$ cat src/rtl/mem_port_arbiter_pkg.sv
// ============================================================================
// Module : mem_port_arbiter_pkg
// Brief  : Shared widths, encodings and grant helper for the memory port arbiter
// Rev    : 1.0
// ============================================================================
`default_nettype none

package mem_port_arbiter_pkg;

    localparam int         C_XLEN      = 32;
    localparam logic [2:0] C_FUNCT3_LW = 3'b010;

    typedef enum logic [1:0] {
        ARB_IDLE = 2'd0,
        ARB_INST = 2'd1,
        ARB_DATA = 2'd2,
        ARB_RESP = 2'd3
    } arb_state_t;

    typedef enum logic {
        GRANT_INST = 1'b0,
        GRANT_DATA = 1'b1
    } grant_t;

    // Only meaningful when at least one request is pending.
    function automatic grant_t pick_grant(input logic   inst_req,
                                          input logic   data_req,
                                          input logic   round_robin,
                                          input grant_t last_grant);
        grant_t g;
        g = GRANT_INST;
        if (inst_req && data_req) begin
            if (round_robin)
                g = (last_grant == GRANT_INST) ? GRANT_DATA : GRANT_INST;
            else
                g = GRANT_DATA;
        end else if (data_req) begin
            g = GRANT_DATA;
        end
        return g;
    endfunction

endpackage

`default_nettype wire

$ cat src/rtl/mem_port_arbiter_timer.sv
// ============================================================================
// Module : mem_port_arbiter_timer
// Brief  : Clearable busy-cycle counter flagging a memory-ack timeout
// Rev    : 1.0
// ============================================================================
`default_nettype none

module mem_port_arbiter_timer #(
    parameter int TIMEOUT_CYCLES = 256
) (
    input  logic i_clk,
    input  logic i_rst_n,
    input  logic i_clear,
    input  logic i_enable,
    output logic o_expired
);

    generate
        if (TIMEOUT_CYCLES > 0) begin : g_timer
            localparam int              C_CW   = (TIMEOUT_CYCLES > 1) ? $clog2(TIMEOUT_CYCLES) : 1;
            localparam logic [C_CW-1:0] C_LAST = C_CW'(TIMEOUT_CYCLES - 1);

            logic [C_CW-1:0] r_count;

            // Saturates at the last value so a stalled FSM keeps seeing expiry.
            always_ff @(posedge i_clk or negedge i_rst_n) begin
                if (!i_rst_n)
                    r_count <= '0;
                else if (i_clear)
                    r_count <= '0;
                else if (i_enable && (r_count != C_LAST))
                    r_count <= r_count + 1'b1;
            end

            assign o_expired = i_enable && (r_count == C_LAST);
        end else begin : g_no_timer
            logic w_unused;
            assign w_unused  = ^{i_clk, i_rst_n, i_clear, i_enable};
            assign o_expired = 1'b0;
        end
    endgenerate

endmodule

`default_nettype wire

$ cat src/rtl/mem_port_arbiter.sv
// ============================================================================
// Module : mem_port_arbiter
// Brief  : Arbitrates CPU fetch and data ports onto one req/ack memory port
// Rev    : 1.0
// ============================================================================
`default_nettype none

module mem_port_arbiter
    import mem_port_arbiter_pkg::*;
#(
    parameter int XLEN           = C_XLEN,
    parameter bit ROUND_ROBIN    = 1'b0,
    parameter int TIMEOUT_CYCLES = 256
) (
    input  logic            i_clk,
    input  logic            i_rst_n,
    input  logic            i_inst_req,
    input  logic [XLEN-1:0] i_inst_addr,
    output logic            o_inst_ack,
    output logic [XLEN-1:0] o_inst_data,
    input  logic            i_data_req,
    input  logic [XLEN-1:0] i_data_addr,
    input  logic [XLEN-1:0] i_data_wdata,
    input  logic [2:0]      i_funct3,
    input  logic            i_readwrite,
    output logic            o_data_ack,
    output logic [XLEN-1:0] o_data_rdata,
    output logic            o_mem_req,
    output logic [XLEN-1:0] o_mem_addr,
    output logic [XLEN-1:0] o_mem_wdata,
    output logic [2:0]      o_mem_funct3,
    output logic            o_mem_rw,
    input  logic            i_mem_ack,
    input  logic [XLEN-1:0] i_mem_rdata,
    output logic            o_fault
);

    arb_state_t      r_state,        w_state_next;
    grant_t          r_last_grant,   w_last_grant_next;
    grant_t          w_grant;
    logic            r_mem_req,      w_mem_req_next;
    logic [XLEN-1:0] r_mem_addr,     w_mem_addr_next;
    logic [XLEN-1:0] r_mem_wdata,    w_mem_wdata_next;
    logic [2:0]      r_mem_funct3,   w_mem_funct3_next;
    logic            r_mem_rw,       w_mem_rw_next;
    logic            r_inst_ack,     w_inst_ack_next;
    logic [XLEN-1:0] r_inst_data,    w_inst_data_next;
    logic            r_data_ack,     w_data_ack_next;
    logic [XLEN-1:0] r_data_rdata,   w_data_rdata_next;
    logic            r_fault,        w_fault_next;
    logic [XLEN-1:0] w_rsp_data;
    logic            w_busy;
    logic            w_expired;

    assign w_busy = (r_state == ARB_INST) || (r_state == ARB_DATA);

    mem_port_arbiter_timer #(
        .TIMEOUT_CYCLES (TIMEOUT_CYCLES)
    ) u_timer (
        .i_clk     (i_clk),
        .i_rst_n   (i_rst_n),
        .i_clear   (!w_busy),
        .i_enable  (w_busy),
        .o_expired (w_expired)
    );

    always_ff @(posedge i_clk or negedge i_rst_n) begin
        if (!i_rst_n) begin
            r_state      <= ARB_IDLE;
            r_last_grant <= GRANT_INST;
            r_mem_req    <= 1'b0;
            r_mem_addr   <= '0;
            r_mem_wdata  <= '0;
            r_mem_funct3 <= '0;
            r_mem_rw     <= 1'b0;
            r_inst_ack   <= 1'b0;
            r_inst_data  <= '0;
            r_data_ack   <= 1'b0;
            r_data_rdata <= '0;
            r_fault      <= 1'b0;
        end else begin
            r_state      <= w_state_next;
            r_last_grant <= w_last_grant_next;
            r_mem_req    <= w_mem_req_next;
            r_mem_addr   <= w_mem_addr_next;
            r_mem_wdata  <= w_mem_wdata_next;
            r_mem_funct3 <= w_mem_funct3_next;
            r_mem_rw     <= w_mem_rw_next;
            r_inst_ack   <= w_inst_ack_next;
            r_inst_data  <= w_inst_data_next;
            r_data_ack   <= w_data_ack_next;
            r_data_rdata <= w_data_rdata_next;
            r_fault      <= w_fault_next;
        end
    end

    always_comb begin
        w_state_next      = r_state;
        w_last_grant_next = r_last_grant;
        w_grant           = GRANT_INST;
        w_mem_req_next    = r_mem_req;
        w_mem_addr_next   = r_mem_addr;
        w_mem_wdata_next  = r_mem_wdata;
        w_mem_funct3_next = r_mem_funct3;
        w_mem_rw_next     = r_mem_rw;
        w_inst_ack_next   = 1'b0;
        w_inst_data_next  = r_inst_data;
        w_data_ack_next   = 1'b0;
        w_data_rdata_next = r_data_rdata;
        w_fault_next      = r_fault;
        w_rsp_data        = '0;

        case (r_state)
            ARB_IDLE: begin
                if (i_inst_req || i_data_req) begin
                    w_grant           = pick_grant(i_inst_req, i_data_req, ROUND_ROBIN, r_last_grant);
                    w_last_grant_next = w_grant;
                    w_mem_req_next    = 1'b1;
                    if (w_grant == GRANT_INST) begin
                        w_state_next      = ARB_INST;
                        w_mem_addr_next   = i_inst_addr;
                        w_mem_wdata_next  = '0;
                        w_mem_funct3_next = C_FUNCT3_LW;
                        w_mem_rw_next     = 1'b0;
                    end else begin
                        w_state_next      = ARB_DATA;
                        w_mem_addr_next   = i_data_addr;
                        w_mem_wdata_next  = i_data_wdata;
                        w_mem_funct3_next = i_funct3;
                        w_mem_rw_next     = i_readwrite;
                    end
                end
            end
            ARB_INST, ARB_DATA: begin
                // A timed-out transaction completes like a normal one, with zero data.
                if (i_mem_ack || w_expired) begin
                    w_mem_req_next = 1'b0;
                    w_state_next   = ARB_RESP;
                    w_rsp_data     = i_mem_ack ? i_mem_rdata : '0;
                    if (!i_mem_ack)
                        w_fault_next = 1'b1;
                    if (r_state == ARB_INST) begin
                        w_inst_ack_next  = 1'b1;
                        w_inst_data_next = w_rsp_data;
                    end else begin
                        w_data_ack_next   = 1'b1;
                        w_data_rdata_next = w_rsp_data;
                    end
                end
            end
            ARB_RESP: begin
                w_state_next = ARB_IDLE;
            end
            default: begin
                w_state_next = ARB_IDLE;
            end
        endcase
    end

    assign o_mem_req    = r_mem_req;
    assign o_mem_addr   = r_mem_addr;
    assign o_mem_wdata  = r_mem_wdata;
    assign o_mem_funct3 = r_mem_funct3;
    assign o_mem_rw     = r_mem_rw;
    assign o_inst_ack   = r_inst_ack;
    assign o_inst_data  = r_inst_data;
    assign o_data_ack   = r_data_ack;
    assign o_data_rdata = r_data_rdata;
    assign o_fault      = r_fault;

endmodule

`default_nettype wire
$ cat config.mk
export PLATFORM = sky130hd
export DESIGN_NAME = mem_port_arbiter
export DESIGN_NICKNAME = d
export VERILOG_FILES = /design/src/rtl/mem_port_arbiter_pkg.sv /design/src/rtl/mem_port_arbiter_timer.sv /design/src/rtl/mem_port_arbiter.sv
export SDC_FILE = /design/constraint.sdc
export NUM_CORES = 1
export LEC_CHECK = 0
export CORE_UTILIZATION = 44
export CTS_BUF_LIST = sky130_fd_sc_hd__clkbuf_4 sky130_fd_sc_hd__clkbuf_8
export CTS_CLUSTER_DIAMETER = 40
export DETAILED_ROUTE_END_ITERATION = 7
export PLACE_DENSITY_LB_ADDON = 0.12
export SLEW_MARGIN = 20
export SYNTH_ARGS = -nofsm -noshare
export SYNTH_HDL_FRONTEND = slang
export SYNTH_SLANG_ARGS = --single-unit
$ cat constraint.sdc
create_clock -name i_clk -period 2.5 [get_ports i_clk]
set_input_delay 0.25 -clock i_clk [delete_from_list [all_inputs] [get_ports i_clk]]
set_output_delay 0.25 -clock i_clk [all_outputs]
set_load 0.005 [all_outputs]
-- After elaboration in Yosys (flattened, before gate mapping)
Cells that the tools add are included.
- muxes and demuxes: 24
- reductions and logical operators: 15
- $add $sub $neg: 1
- eq/ne operators: 8
- bitwise operators: 2
- operators with widths (operator ; count):
    32-bit two-way mux ; 3
    8-bit two-way mux ; 2
    1-bit two-way mux ; 13
    3-bit AND reduction ; 4
    8-bit by 1-bit adder with 8-bit output (second input constant) ; 1
    8-bit equality test (second input constant) ; 1
    8-bit inequality test (second input constant) ; 1
    2-bit two-way mux ; 3
    2-bit inequality test (second input constant) ; 3
    2-bit one-hot mux with 3 select lines ; 1
    2-bit equality test (second input constant) ; 2
    2-bit AND reduction ; 2
    1-bit logical AND ; 3
    1-bit logical OR ; 3
    3-bit two-way mux ; 1
    2-bit by 1-bit equality test with 1-bit output (second input constant) ; 1
    2-bit zero test ; 1
    1-bit NOT ; 2
    1-bit one-hot mux with 2 select lines ; 1
    2-bit nonzero test ; 1
    2-bit OR reduction ; 1
- input bits: 137
- flip-flop bits (word level): 146
- logic and storage cells: 62

-- Logic depth before layout (Yosys ltp)
Gate-level depths: netlist (run 1).
- depth after elaboration: 7
- mapped depth: 7

-- Hierarchy
A second synthesis (run 1) with hierarchy kept.
- cells, all modules: 546
- area, all modules: 6050.8 um^2
- by module, submodules not included (module ; instances ; cells each ; area an instance (um^2) ; sequential area each (um^2)):
    mem_port_arbiter ; 1 ; 499 ; 5542.8 ; 3453.3
    mem_port_arbiter_timer ; 1 ; 47 ; 508.0 ; 200.2

-- Least setup slack after synthesis (run 1)
No wires, ideal clock.
- path kind: flip-flop to flip-flop
- start point: reg r_state[0]
- end point: reg r_data_rdata[11], in the netlist o_data_rdata[11]
- period minus slack after synthesis: 1.601 ns
- path buffers: 2
- cell stages (with the launch flop): 8
- arrival time: 1.534 ns
- path slack: 0.899 ns
- data required time: 2.434 ns
- cell sequence: dfrtp_1 -> inv_1 -> ha_1 -> buf_2 -> nand2_1 -> nor2_1 -> clkbuf_1 -> a22o_1
- longest elaborated chain between the ends: 5
- elaborated cells on any way between the ends: 8
- those cells by class: 2 x eq/ne; 1 x bitwise; 5 x reduce/logical
- RTL lines (what ; RTL line ; text):
    start, declared ; mem_port_arbiter.sv:38 ; arb_state_t r_state, w_state_next;
    start signal, assigned ; mem_port_arbiter.sv:82 ; r_state <= w_state_next;
    2-bit by 1-bit equality test with 1-bit output / 2-bit equality test (equally long branches) ; mem_port_arbiter.sv:55, mem_port_arbiter.sv:113, mem_port_arbiter.sv:142 ;
    1-bit logical OR ; mem_port_arbiter.sv:55 ; assign w_busy = (r_state == ARB_INST) || (r_state == ARB_DATA);
    1-bit logical AND ; mem_port_arbiter_timer.sv:35 ; assign o_expired = i_enable && (r_count == C_LAST);
    1-bit logical OR ; mem_port_arbiter.sv:136 ; if (i_mem_ack || w_expired) begin
    3-bit AND reduction (no source line) (*) ; - ;
    end signal, assigned ; mem_port_arbiter.sv:92 ; r_data_rdata <= w_data_rdata_next;
    end, declared ; mem_port_arbiter.sv:49 ; logic [XLEN-1:0] r_data_rdata, w_data_rdata_next;
Mark *: on every way between the ends. The rest lies on a longest branch, timed or not.
A chain may end at the register's enable or synchronous reset.

-- Final worst setup path (run 1)
- start point: reg u_timer.g_timer.r_count[0]
- end point: reg r_data_rdata[26], in the netlist o_data_rdata[26]
- longest elaborated chain between the ends: 4
- RTL lines (what ; RTL line ; text):
    start, declared ; mem_port_arbiter_timer.sv:23 ; logic [C_CW-1:0] r_count;
    start signal, assigned ; mem_port_arbiter_timer.sv:32 ; r_count <= r_count + 1'b1;
    8-bit equality test ; mem_port_arbiter_timer.sv:35 ;
    1-bit logical AND ; mem_port_arbiter_timer.sv:35 ;
    1-bit logical OR ; mem_port_arbiter.sv:136 ;
    3-bit AND reduction (no source line) ; - ;
No other way between the ends.

==> results of run 1 <==
[through the flow]
stage / std cells / hold slack [ps] / utilization, %
final: 889 / 322.7 / 71.10
after global routing: 889 / 344.2 / 71.10
after CTS: 889 / 320.9 / 71.10
after detailed placement: 857 / 234.0 / 67.93
after global placement: 857 / 227.6 / 67.93
after floorplan: 437 / -45.59 / -
[cell families (layout without fill, tap and decap cells)]
logic type	Yosys count	in the layout	share of synthesized area [%]
flops	146	146	63.60
fa+ha+maj	4	4	0.8713
buf+inv	41	321	3.681
compound gates	150	150	20.19
simple gates	59	59	5.228
mux	36	36	6.273
xor+xnor	1	1	0.1525
[critical path, stage by stage, from the launching register on]
cell,delay [ps]
dfrtp_1,400
ha_1,250
and3_1,250
a21o_4,180
nand3b_4,350
a22o_1,370
[where the power goes]
part	total (mW)	internal (mW)	switching, mW
registers	4.10	3.46	0.637
logic	4.82	2.98	1.84
clock network	1.81	0.964	0.847
[worst paths after layout]
| kind | start | to | slack [ps] | cells past startpoint |
|---|---|---|---|---|
| worst max-delay path | u_timer.g_timer.r_count[0]$_DFFE_PN0P_ | o_data_rdata[26]$_DFFE_PN0P_ | 570 | 5 |
| worst min-delay path | i_rst_n | o_inst_data[10]$_DFFE_PN0P_ | 320 | 2 |
| worst max register to register | u_timer.g_timer.r_count[0]$_DFFE_PN0P_ | o_data_rdata[26]$_DFFE_PN0P_ | 570 | 5 |
| worst min register to register | o_mem_addr[11]$_DFFE_PN0P_ | o_mem_addr[11]$_DFFE_PN0P_ | 480 | 2 |
| max in group asynchronous | i_rst_n | o_inst_data[21]$_DFFE_PN0P_ | 1430 | 3 |
| min in group i_clk | i_funct3[1] | o_mem_funct3[1]$_DFFE_PN0P_ | 350 | 3 |
[flip-flops by register name, indices dropped and copies added (netlist names)]
register	count
o_data_ack	1
o_fault	1
o_mem_wdata	32
o_mem_req	1
o_mem_rw	1
u_timer.g_timer.r_count	8
o_mem_addr	32
r_state	2
o_mem_funct3	3
o_inst_ack	1
o_data_rdata	32
o_inst_data	32
[layout make-up]
class / count / share of cell area [%]
Inverter: 7 / 0.2917
Clock buffer: 21 / 3.139
Tap cell: 172 / 2.389
Clock inverter: 10 / 1.208
Timing Repair Buffer: 283 / 31.40
Sequential cell: 146 / 40.56
Multi-Input combinational cell: 250 / 21.01
[cells in the final DEF, fill, tap and decap left out, drive strengths merged, types with 2 or more instances in the layout]
master / synthesis / routed
inv: 7 / 7
and2: 2 / 2
clkinvlp: 0 / 2
o21bai: 2 / 2
dfrtp: 146 / 146
a22o: 99 / 99
nand2b: 2 / 2
clkbuf: 15 / 21
and3: 2 / 2
o21ai: 38 / 38
nor2: 3 / 3
a31oi: 4 / 4
nor3b: 3 / 3
bufinv: 0 / 2
nand2: 37 / 37
ha: 4 / 4
nand3: 3 / 3
nand4: 2 / 2
buf: 19 / 12
mux2i: 36 / 36
clkinv: 0 / 6
clkdlybuf4s50: 0 / 270
[layer usage]
metal	GRT usage, %	up-vias	share of wire, %
met3	8.459	35	8.3
met1	28.15	2304	39
li1	-	2143	-
met4	12.39	0	3.5
met5	0	-	0
met2	38.90	209	49
[timing repair]
action                                 CTS  global route
hold buffers                             1             0
buffers inserted                         0             0
endpoints found under the hold margin   53             0
==> summary.txt, run 1 <==
Worst setup path
  • Required time worst endpoint: 2820 ps
  • Crit. End Element: flip-flop
  • CP Data Arrival Time: 2250 ps
  • Crit start category: flip-flop
  • Crit Path Class: reg2reg
  • Crit Path Max Fanout: 33

Layout
  • Area Overhead vs Synth: 56.83%
  • Area of the multi-input gates: 0.001893 mm^2
  • Fin area: 0.009009 mm^2
  • Share of cells above drive strength 1: 6.695%
  • Fillers: 954
  • Diode count: 0
  • Layout Nets: 846
  • Register Area: 0.003654 mm^2

Routing
  • Router iterations before antenna repair: 4
  • Detailed Route Iter0 Violations: 278
  • Total number of vias: 4691
  • WL final: 16110 um
  • WL/cell: 18.12 um
  • DR DRC count: 0
  • Routed Antenna Nets: 0
  • Vias/cell: 5.277

Placed design
  • Detailed Place HPWL: 11790 um
  • Placement Setup Slack: 601.5 ps
  • RD Place Congestion: 0.7945
  • Placed Instance Area: 0.008607 mm^2
  • PortBufs: 272

Hold path
  • Hold Path Class: in2async

Clocking
  • TritonCTS Sinks: 146
  • Worst skew pair latency: 440 ps
  • Total of cells resized after clock tree synthesis: 0
  • Clk slew on worst S/H paths: 80 ps
  • Clock buffer count from CTS: 17
  • Clock buffer depth: 2
  • H-tree depth: 4
  • CTS tree: built
  • CTS root buffer: clkbuf_8

Floorplan
  • Rows: 41
  • Initial Util: 45.33%
  • Io pins: 273
  • Die area: 0.01352 mm^2
  • Die height: 116.3 um
  • DIE WIDTH: 116.3 um
  • Core ar.: 0.01267 mm^2

Logic synthesis
  • Synth top area share: 63.60%
  • Most used DFF post-synth: dfrtp_1
  • Cells after Synth: 437
  • Syn Area/Cell: 13.14 um^2
  • Synth Warn #: 0
  • Seq/Total Area, Yosys: 63.60%
  • Flops & latches, synth: 146
  • EDFF count, synth: 0
  • Post-Syn Nets: 578
  • Post-synth top cells: 146 x dfrtp_1, 99 x a22o_1, 37 x nand2_1
  • Ys async rst share: 100.0%
  • Leading area contributor after synthesis: dfrtp_1
  • Mapped cell area: 0.005744 mm^2
  • Top-count cell post-synth: dfrtp_1
  • Synth unique cells: 35
  • Top post-synthesis cells by area: dfrtp_1 64%, a22o_1 15%, mux2i_1 6.3%

Global routing
  • Initial antenna violation count: 0
  • Vias in the first global route: 4702
  • Largest net degree at the start of global routing: 101
  • First-pass GRT wire length: 24050 um
  • Final global-route overflow total: 0
  • Global-route usage over all layers: 23.97%

STA
  • Period utilisation layout: 77.07%
  • Unrepaired setup endpoints after global routing: no
  • Clock Skew: 8.057 ps
  • Max Fclk: 519.0 MHz
  • Final min period: 1927 ps
  • Worst Setup Slack, final: 573.2 ps
  • Fin Setup TNS: 0 ps
  • Slew HR: 66.02%
  • Final hold violations: 0
  • Slew @ Worst Pin: 509.6 ps
  • Final Max Tran Viols: 0
  • # setup viols final: 0

Power and ir drop
  • Total power: 10.73 mW
  • Power per Cell Area: 1191 mW/mm^2
  • Leakage power: 3.993 nW
  • VDD IR max: 0.5750 mV

Outcome
  • Outcome: complete, no violations

Run
  • Max Cap Viol: 0
Note: power is estimated with default switching activity, not from simulation.
==> run 2: changes to the inputs <==
--- a/config.mk
+++ b/config.mk
@@ -5,7 +5,7 @@
 export SDC_FILE = /design/constraint.sdc
 export NUM_CORES = 1
 export LEC_CHECK = 0
-export CORE_UTILIZATION = 44
+export CORE_UTILIZATION = 42
 export CTS_BUF_LIST = sky130_fd_sc_hd__clkbuf_4 sky130_fd_sc_hd__clkbuf_8
 export CTS_CLUSTER_DIAMETER = 40
 export DETAILED_ROUTE_END_ITERATION = 7
==> constraint.sdc (replaced) <==
create_clock -name i_clk -period 1.9 [get_ports i_clk]
set_input_delay 0.19 -clock i_clk [delete_from_list [all_inputs] [get_ports i_clk]]
set_output_delay 0.19 -clock i_clk [all_outputs]
set_load 0.005 [all_outputs]
==> run 2 against run 1 <==
Against the previous run: first-iteration DRC count rose by 25%; hold slack got worse by 130 ps; register-to-register slack got worse by 400 ps; sequential cell count did not move; via count fell by 0.81%; cell count rose by 0.90%; critical path depth rose by 1; clock-buffer cell count fell by 2; die area rose by 4.7%; final area rose by 1.0%; maximum frequency rose by 11%.
==> summary.txt, run 2 (same netlist as run 1, synthesis figures left out) <==
Outcome
  • Outcome: complete, no violations

Power and ir drop
  • Power per Cell Area: 1580 mW/mm^2
  • VDD IR max: 0.7690 mV
  • Leakage power: 4.004 nW
  • Total power: 14.38 mW

Layout
  • Layout Nets: 850
  • Fillers: 1025
  • Area of the multi-input gates: 0.001913 mm^2
  • Post-layout util: 68.46%
  • Most frequent cells in the layout: 270 x clkdlybuf4s50_1, 146 x dfrtp_1, 99 x a22o_1
  • Area Overhead vs Synth: 58.46%
  • Non-Filler Instances: 897
  • Share of cells above drive strength 1: 7.351%
  • Diode count: 0
  • Most common cell after layout, fill and taps aside: clkdlybuf4s50_1
  • Register Area: 0.003654 mm^2

Worst setup path
  • Max incr delay on CP: 420 ps
  • Crit. End Element: flip-flop
  • Required time worst endpoint: 2280 ps
  • CP Data Arrival Time: 2110 ps
  • Crit Path Max Fanout: 19
  • CP Cell Sequence: ha_1, and3_1, a21o_4, nand3b_4, buf_4, a22o_1
  • Crit start category: flip-flop
  • R2r setup slk: 170 ps
  • Crit Path Class: reg2reg
  • Slowest cell on crit path: dfrtp_1

STA
  • Period utilisation layout: 90.97%
  • Worst Setup Slack, final: 171.7 ps
  • Final Max Tran Viols: 0
  • Max Fclk: 578.6 MHz
  • Fin Setup TNS: 0 ps
  • Final hold violations: 0
  • Clock Skew: 15.42 ps
  • Slew @ Worst Pin: 442.0 ps
  • # setup viols final: 0
  • Slew HR: 70.53%
  • Final min period: 1728 ps
  • Unrepaired setup endpoints after global routing: no

Routing
  • Detailed Route Iter0 Violations: 348
  • Routed Antenna Nets: 0
  • WL final: 16320 um
  • WL/cell: 18.20 um
  • Total number of vias: 4653
  • DR DRC count: 0
  • Router iterations before antenna repair: 4
  • Vias/cell: 5.187

Global routing
  • Initial antenna violation count: 0
  • First-pass GRT wire length: 25830 um
  • Vias in the first global route: 4806
  • Global-route usage over all layers: 24.02%
  • Largest net degree at the start of global routing: 101
  • Final global-route overflow total: 0

Floorplan
  • Rows: 42
  • Die area: 0.01415 mm^2
  • Io pins: 273
  • Core ar.: 0.01330 mm^2
  • Initial Util: 43.21%
  • Die height: 118.9 um
  • DIE WIDTH: 118.9 um

Placed design
  • Placement Setup Slack: 70.29 ps
  • Dpl cells: 864
  • PortBufs: 272
  • Detailed Place HPWL: 11770 um
  • RD Place Congestion: 0.7869

Clocking
  • Clock buffer depth: 2
  • H-tree depth: 4
  • CTS root buffer: clkbuf_8
  • TritonCTS Sinks: 146
  • Clock buffer count from CTS: 17
  • Clk slew on worst S/H paths: 80 ps
  • Setup Buffers After CTS: 0
  • CTS tree: built
  • Worst skew pair latency: 450 ps

Run
  • Max Cap Viol: 0

Hold path
  • Hold Path Class: in2reg
run 2: cell count changes in the layout (fill, tap and decap cells not counted), moves of 2 or more:
cell        before  now
clkinvlp_4       2    6
buf_12           2    4
clkbuf_8        20   18
clkinv_2         5    1
run 2: per-layer routing:
| metal | vias up | part of all wire (%) | wire length, um | track usage (%) |
|---|---|---|---|---|
| li1 | 2163 | - | - | - |
| met1 | 2256 | 39 | 6349 | 27.98 |
| met5 | - | 0 | 0 | 0 |
| met2 | 214 | 51 | 8292 | 40.50 |
| met3 | 20 | 8.3 | 1358 | 8.477 |
| met4 | 0 | 2.0 | 321 | 9.415 |
run 2: power by group:
part,switching (mW),leakage [nW],internal (mW)
Sequential,0.849,1.84,4.56
Clock,1.16,0.190,1.34
Combinational,2.47,1.97,4.00
Total,4.48,4.00,9.90
run 2: what timing repair did:
action / CTS / global route
hold buffers: 1 / 0
endpoints found under the hold margin: 44 / 0
gates resized for setup: 0 / 2
endpoints found under the setup margin: 0 / 32
run 2: final timing paths:
check / startpoint / end / cells after the start
max in group asynchronous: i_rst_n / o_mem_funct3[1]$_DFFE_PN0P_ / 3
min in group asynchronous: i_rst_n / u_timer.g_timer.r_count[3]$_DFFE_PN0P_ / 2
worst min register to register: o_mem_addr[3]$_DFFE_PN0P_ / o_mem_addr[3]$_DFFE_PN0P_ / 2
worst max-delay path: u_timer.g_timer.r_count[0]$_DFFE_PN0P_ / o_data_rdata[0]$_DFFE_PN0P_ / 6
worst min-delay path: i_data_req / r_state[1]$_DFFE_PN0P_ / 3
worst max register to register: u_timer.g_timer.r_count[0]$_DFFE_PN0P_ / o_data_rdata[0]$_DFFE_PN0P_ / 6
run 2: area by class of cell:
class	count	share of cell area, %
tap	176	2.419
clock buffer	19	2.804
sequential	146	40.14
clock inverter	12	1.732
multi-input combinational	251	21.02
timing repair buffer	286	31.60
inverter	7	0.2887
run 2: worst max-delay path, delay by kind of cell, from the launching register on:
family	cells	cell delay (ps)
simple gates	2	310
flops	1	420
fa+ha+maj	1	220
buf+inv	1	250
compound gates	2	460
run 2: stage by stage:
step                      hold slack [ps]  cell area (um^2)
after global routing                212.9              9102
after detailed placement            150.3              8660
after floorplan                    -105.6              5744
after CTS                           155.9              9082
after global placement              148.8              8660
final                               197.6              9102
